## src/rtl/pipe_stage_hs.sv

```systemverilog
// pipe_stage_hs: LANES x DW valid/ready stage; in_valid/in_ready/in_data -> out_valid/out_ready/out_data, flush, occupancy, stall_cycles
module pipe_stage_hs #(
  parameter int LANES = 4,
  parameter int DW = 32,
  parameter bit SKID = 1'b1,
  parameter int CW = 16
) (
  input  logic                clk,
  input  logic                reset,
  input  logic                flush,
  input  logic                in_valid,
  output logic                in_ready,
  input  logic [LANES*DW-1:0] in_data,
  output logic                out_valid,
  input  logic                out_ready,
  output logic [LANES*DW-1:0] out_data,
  output logic [1:0]          occupancy,
  output logic [CW-1:0]       stall_cycles
);
  logic [LANES*DW-1:0] h, s;
  logic hv, sv, acc, drn;
  assign in_ready = SKID ? ~sv : (~hv | out_ready);
  assign acc = in_valid & in_ready;
  assign drn = hv & out_ready;
  assign out_valid = hv;
  assign out_data = hv ? h : '0;
  assign occupancy = {1'b0, hv} + {1'b0, sv};
  always_ff @(posedge clk) begin
    if (reset) begin
      hv <= 1'b0;
      sv <= 1'b0;
      h <= '0;
      s <= '0;
      stall_cycles <= '0;
    end else begin
      if (hv && !out_ready && stall_cycles != '1) stall_cycles <= stall_cycles + 1'b1;
      if (flush) begin
        hv <= 1'b0;
        sv <= 1'b0;
        h <= '0;
        s <= '0;
      end else if (!SKID) begin
        if (acc) begin
          h <= in_data;
          hv <= 1'b1;
        end else if (drn) begin
          h <= '0;
          hv <= 1'b0;
        end
      end else if (!hv || drn) begin
        if (sv) begin
          h <= s;
          hv <= 1'b1;
          s <= '0;
          sv <= 1'b0;
        end else if (acc) begin
          h <= in_data;
          hv <= 1'b1;
        end else begin
          h <= '0;
          hv <= 1'b0;
        end
      end else if (acc) begin
        s <= in_data;
        sv <= 1'b1;
      end
    end
  end
endmodule

```

## config.mk

```make
export PLATFORM = sky130hd
export DESIGN_NAME = pipe_stage_hs
export DESIGN_NICKNAME = d
export VERILOG_FILES = /design/src/rtl/pipe_stage_hs.sv
export SDC_FILE = /design/constraint.sdc
export NUM_CORES = 1
export LEC_CHECK = 0
export ABC_AREA = 1
export CORE_MARGIN = 4
export CORE_UTILIZATION = 50
export DETAILED_ROUTE_END_ITERATION = 6
export GPL_ROUTABILITY_DRIVEN = 1
export MAX_ROUTING_LAYER = met4
export PLACE_DENSITY = 0.88
export SYNTH_ARGS = -nofsm -noshare
export SYNTH_HDL_FRONTEND = slang
export SYNTH_SLANG_ARGS = --single-unit
```

## constraint.sdc

```tcl
create_clock -name clk -period 1.9 [get_ports clk]
set_input_delay 0.19 -clock clk [delete_from_list [all_inputs] [get_ports clk]]
set_output_delay 0.19 -clock clk [all_outputs]
set_load 0.01 [all_outputs]
```

==> flow_results.xml <==
<?xml version="1.0" encoding="UTF-8"?>
<metrics>
  <group name="hold_path">
    <metric name="worstHoldStart" unit="">in_data[110]</metric>
    <metric name="whs_endpoint" unit="">s[110]</metric>
    <metric name="hold_path.class" unit="">in -&gt; reg</metric>
    <metric name="whs_path_depth" unit="">3</metric>
  </group>
  <group name="finish">
    <metric name="finalNetCount" unit="">2062</metric>
    <metric name="post_route_cells_drive_above_1_share" unit="%">9.34</metric>
    <metric name="fill_cells" unit="">1925</metric>
    <metric name="synthToLayoutAreaGrowth" unit="%">33.5</metric>
  </group>
  <group name="synth">
    <metric name="netlist_area" unit="um2">11900</metric>
    <metric name="synth_top_cells_by_area" unit="">sky130_fd_sc_hd__dfxtp_1 46%, sky130_fd_sc_hd__nand2_1 18%, sky130_fd_sc_hd__nand3_1 11%</metric>
    <metric name="synth_seq_cells" unit="">274</metric>
    <metric name="synth_top_cells_by_count" unit="">559 x sky130_fd_sc_hd__nand2_1, 274 x sky130_fd_sc_hd__dfxtp_1, 268 x sky130_fd_sc_hd__nand3_1, 140 x sky130_fd_sc_hd__inv_1, 128 x sky130_fd_sc_hd__a31oi_1</metric>
    <metric name="synth_nets" unit="">1847</metric>
    <metric name="synth_top_flop_cell" unit="">sky130_fd_sc_hd__dfxtp_1</metric>
    <metric name="synth-edff-count" unit="">0</metric>
    <metric name="yosys.area.top_type" unit="">sky130_fd_sc_hd__dfxtp_1</metric>
    <metric name="synth_async_sr_flop_share" unit="%">0</metric>
    <metric name="postSynthAreaPerCell" unit="um2">6.93</metric>
    <metric name="synth_largest_type_area_fraction" unit="%">46.3</metric>
    <metric name="synthMostInstantiatedCell" unit="">sky130_fd_sc_hd__nand2_1</metric>
    <metric name="post_synth_inst_count" unit="">1712</metric>
    <metric name="synth_warnings" unit="">0</metric>
    <metric name="number_of_library_cell_types_mapped_by_synthesis" unit="">18</metric>
    <metric name="synth.yosys.seq_area_share" unit="%">46.3</metric>
  </group>
  <group name="detailed_routing">
    <metric name="ant_nets" unit="">0</metric>
    <metric name="finalWirelength" unit="mm">37.1</metric>
    <metric name="initial_drt_markers" unit="">1240</metric>
    <metric name="num_vias" unit="">12700</metric>
    <metric name="avgViaCountPerCell" unit="">5.60</metric>
    <metric name="routedWlPerCell" unit="um">16.4</metric>
    <metric name="drt-pass1-iter-count" unit="">6</metric>
    <metric name="drcViolationCount" unit="">0</metric>
  </group>
  <group name="global_routing">
    <metric name="global_route.overflow_total" unit="">0</metric>
    <metric name="initial_antenna_violation_count" unit="">1</metric>
    <metric name="largest_net_degree_at_the_start_of_global_routing" unit="">72</metric>
    <metric name="gr-usage-all-layers" unit="%">27.8</metric>
    <metric name="grt_pass1_wl" unit="mm">60.0</metric>
    <metric name="first_global_vias" unit="">12200</metric>
  </group>
  <group name="cts">
    <metric name="clkLatencyLatePin" unit="ns">0.54</metric>
    <metric name="clock_path_buffers" unit="">3</metric>
    <metric name="clkTransAtPathRegs" unit="ns">0.06</metric>
    <metric name="clock_tree.htree_level_count" unit="">1</metric>
    <metric name="cts_tree" unit="">yes</metric>
    <metric name="tritoncts.num_buffers" unit="">28</metric>
    <metric name="clock_sinks" unit="">274</metric>
    <metric name="root_buffer" unit="">sky130_fd_sc_hd__clkbuf_16</metric>
    <metric name="cts_hold_bufs" unit="">0</metric>
  </group>
  <group name="critical_path">
    <metric name="criticalPathCategory" unit="">reg -&gt; out</metric>
    <metric name="timing.reg2reg.worst_path_depth" unit="">8</metric>
    <metric name="critical-path-max-stage-delay" unit="ns">0.43</metric>
    <metric name="worst_r2r_startpoint" unit="">out_valid</metric>
    <metric name="critical_path.max_fanout" unit="">23</metric>
    <metric name="r2r-end" unit="">s[25]</metric>
    <metric name="worstPathBufferInverterCount" unit="">4</metric>
    <metric name="worstSetupEndpointType" unit="">output port</metric>
    <metric name="timing.critical_path.slowest_stage_cell" unit="">sky130_fd_sc_hd__dfxtp_4</metric>
    <metric name="crit_chain" unit="">buf_12, buf_16, nand2_1, inv_1, clkdlybuf4s15_1</metric>
    <metric name="timing.reg2reg.setup_slack" unit="ns">0.16</metric>
    <metric name="kind_of_launch_point_of_the_worst_setup_path" unit="">flop</metric>
    <metric name="worst-endpoint-required" unit="ns">1.71</metric>
    <metric name="cp_top_family" unit="">buffers and inverters</metric>
    <metric name="cp.arrival" unit="ns">1.68</metric>
  </group>
  <group name="place">
    <metric name="dp_slack" unit="ns">0.0678</metric>
    <metric name="place_hpwl" unit="mm">23.4</metric>
    <metric name="io_buffer_count" unit="">280</metric>
    <metric name="place_congestion" unit="">0.870</metric>
  </group>
  <group name="timing">
    <metric name="clock_skew" unit="ns">0.00683</metric>
    <metric name="finalSetupViolations" unit="">0</metric>
    <metric name="relSlewSlack" unit="%">68.4</metric>
    <metric name="max_slew.worst_pin.slew" unit="ns">0.473</metric>
    <metric name="period_share" unit="%">98.2</metric>
    <metric name="final_hold_viol_count" unit="">0</metric>
    <metric name="rsz0062_at_grt" unit="">true</metric>
    <metric name="slew_viol_final" unit="">0</metric>
    <metric name="setup_ws" unit="ns">0.0343</metric>
    <metric name="fin_crit" unit="ns">1.87</metric>
    <metric name="fmaxAchievable" unit="MHz">536</metric>
  </group>
  <group name="power">
    <metric name="total_power" unit="mW">12.7</metric>
    <metric name="power_density" unit="nW/um2">802</metric>
    <metric name="leakagePower" unit="nW">6.95</metric>
    <metric name="ir_worst_vdd" unit="V">0.000631</metric>
  </group>
  <group name="flow_run">
    <metric name="max-cap-violations" unit="">0</metric>
  </group>
  <group name="die">
    <metric name="num_rows" unit="">56</metric>
    <metric name="chip_width" unit="um">162</metric>
    <metric name="initial_core_util" unit="%">50.7</metric>
    <metric name="dieArea" unit="um2">26200</metric>
    <metric name="placeableCoreArea" unit="um2">23400</metric>
    <metric name="number_of_placed_i_o_pins" unit="">281</metric>
    <metric name="die-height" unit="um">162</metric>
  </group>
  <group name="run_status">
    <metric name="run_status" unit="">complete, no violations</metric>
  </group>
</metrics>
==> power by group <==
part,switching [mW],total (mW),internal [mW]
clock,2.26,5.73,3.47
combinational,0.605,1.11,0.502
sequential,0.0332,5.87,5.84
total,2.90,12.7,9.81
==> per-layer routing <==
layer	up-vias	track usage, %	wire length [um]	part of all wire [%]
met5	-	-	0	0
met4	0	13.5	1830	4.9
met3	138	3.63	2940	7.9
met2	663	45.5	18100	49
met1	5883	34.3	14300	38
li1	6013	-	-	-
==> cell usage in the layout, fill, tap and decap left out, types with 2 or more instances in the layout <==
cell | Yosys | final
sky130_fd_sc_hd__nand2_1 | 559 | 557
sky130_fd_sc_hd__dfxtp_1 | 274 | 272
sky130_fd_sc_hd__nand3_1 | 268 | 268
sky130_fd_sc_hd__clkdlybuf4s50_1 | 0 | 149
sky130_fd_sc_hd__inv_1 | 140 | 136
sky130_fd_sc_hd__a31oi_1 | 128 | 128
sky130_fd_sc_hd__o21ai_0 | 97 | 97
sky130_fd_sc_hd__nor2_1 | 54 | 51
sky130_fd_sc_hd__dlygate4sd2_1 | 0 | 51
sky130_fd_sc_hd__clkbuf_2 | 0 | 44
sky130_fd_sc_hd__o21ai_1 | 31 | 31
sky130_fd_sc_hd__buf_12 | 0 | 30
sky130_fd_sc_hd__clkbuf_16 | 0 | 29
sky130_fd_sc_hd__buf_2 | 59 | 21
sky130_fd_sc_hd__buf_4 | 10 | 13
sky130_fd_sc_hd__a21oi_1 | 12 | 11
sky130_fd_sc_hd__clkbuf_8 | 0 | 11
sky130_fd_sc_hd__clkdlybuf4s15_2 | 0 | 8
sky130_fd_sc_hd__clkdlybuf4s15_1 | 0 | 7
sky130_fd_sc_hd__clkinv_2 | 0 | 6
sky130_fd_sc_hd__nor2_4 | 1 | 4
sky130_fd_sc_hd__inv_2 | 1 | 3
sky130_fd_sc_hd__clkbuf_1 | 62 | 3
sky130_fd_sc_hd__buf_6 | 0 | 3
sky130_fd_sc_hd__nand4_1 | 2 | 2
sky130_fd_sc_hd__inv_4 | 0 | 2
sky130_fd_sc_hd__nand2_4 | 0 | 2
sky130_fd_sc_hd__ha_1 | 2 | 2
sky130_fd_sc_hd__bufinv_16 | 0 | 2
==> kinds of logic (layout without fill, tap and decap cells) <==
logic type	count (synthesis)	in the layout	share of synthesized area [%]
compound gates	268	268	12.7
fa+ha+maj	2	2	0.211
buf+inv	283	519	9.90
flops	274	274	46.3
other cells	0	1	0
simple gates	885	885	31.0
==> worst max path at each step <==
stage	start	endpoint	slack [ns]	cells after the start
after floorplan	stall_cycles[0]	stall_cycles[15]	0.40	7
after detailed placement	out_ready	s[19]	0.07	7
final	out_valid	out_data[51]	0.03	5
after global routing	out_valid	out_data[72]	-0.006	5
after CTS	out_valid	out_data[111]	-0.01	5
after global placement	out_ready	s[26]	0.13	7
==> sequential cells by signal (all words and copies together), names as in the netlist <==
signal / count
s: 128
out_valid: 1
sv: 1
h: 128
stall_cycles: 16
==> through the flow <==
step | TNS, ns | area [um2] | cells | hold WS (ns) | util [%]
finish | 0 | 15800 | 2268 | 0.244 | 67.7
global route | -0.0143 | 15800 | 2268 | 0.249 | 67.7
CTS | -0.0702 | 16000 | 2268 | 0.229 | 68.6
detailed placement | 0 | 15100 | 2211 | 0.468 | 64.7
global placement | 0 | 15100 | 2211 | 0.458 | 64.7
floorplan | 0 | 11900 | 1712 | 0.330 | -
==> worst register-to-register path, stage by stage (launching register included) <==
cell and delay [ns]:
sky130_fd_sc_hd__dfxtp_4 0.43, sky130_fd_sc_hd__buf_6 0.15, sky130_fd_sc_hd__inv_2 0.05, sky130_fd_sc_hd__nor2_4 0.15, sky130_fd_sc_hd__nor2_4 0.07, sky130_fd_sc_hd__a21oi_4 0.23, sky130_fd_sc_hd__buf_12 0.29, sky130_fd_sc_hd__nand3_1 0.19
sky130_fd_sc_hd__o21ai_0 0.11
==> area by class of cell <==
class	instances	area, um2	area share, %
clock buffers	43	888	5.61
multi-input cells	1155	5250	33.1
flip-flops and latches	274	5490	34.7
inverters	141	534	3.37
well taps	319	399	2.52
diodes	1	2.50	0.0158
repair buffers	327	3180	20.1
clock inverters	8	90.1	0.569
==> repair_timing <==
| item | CTS | global route |
|---|---|---|
| gates cloned | 1 | 0 |
| setup endpoints to repair | 131 | 61 |
| buffers inserted | 5 | 0 |
| resized for setup | 230 | 87 |
Power figures use the tool's default switching activity.
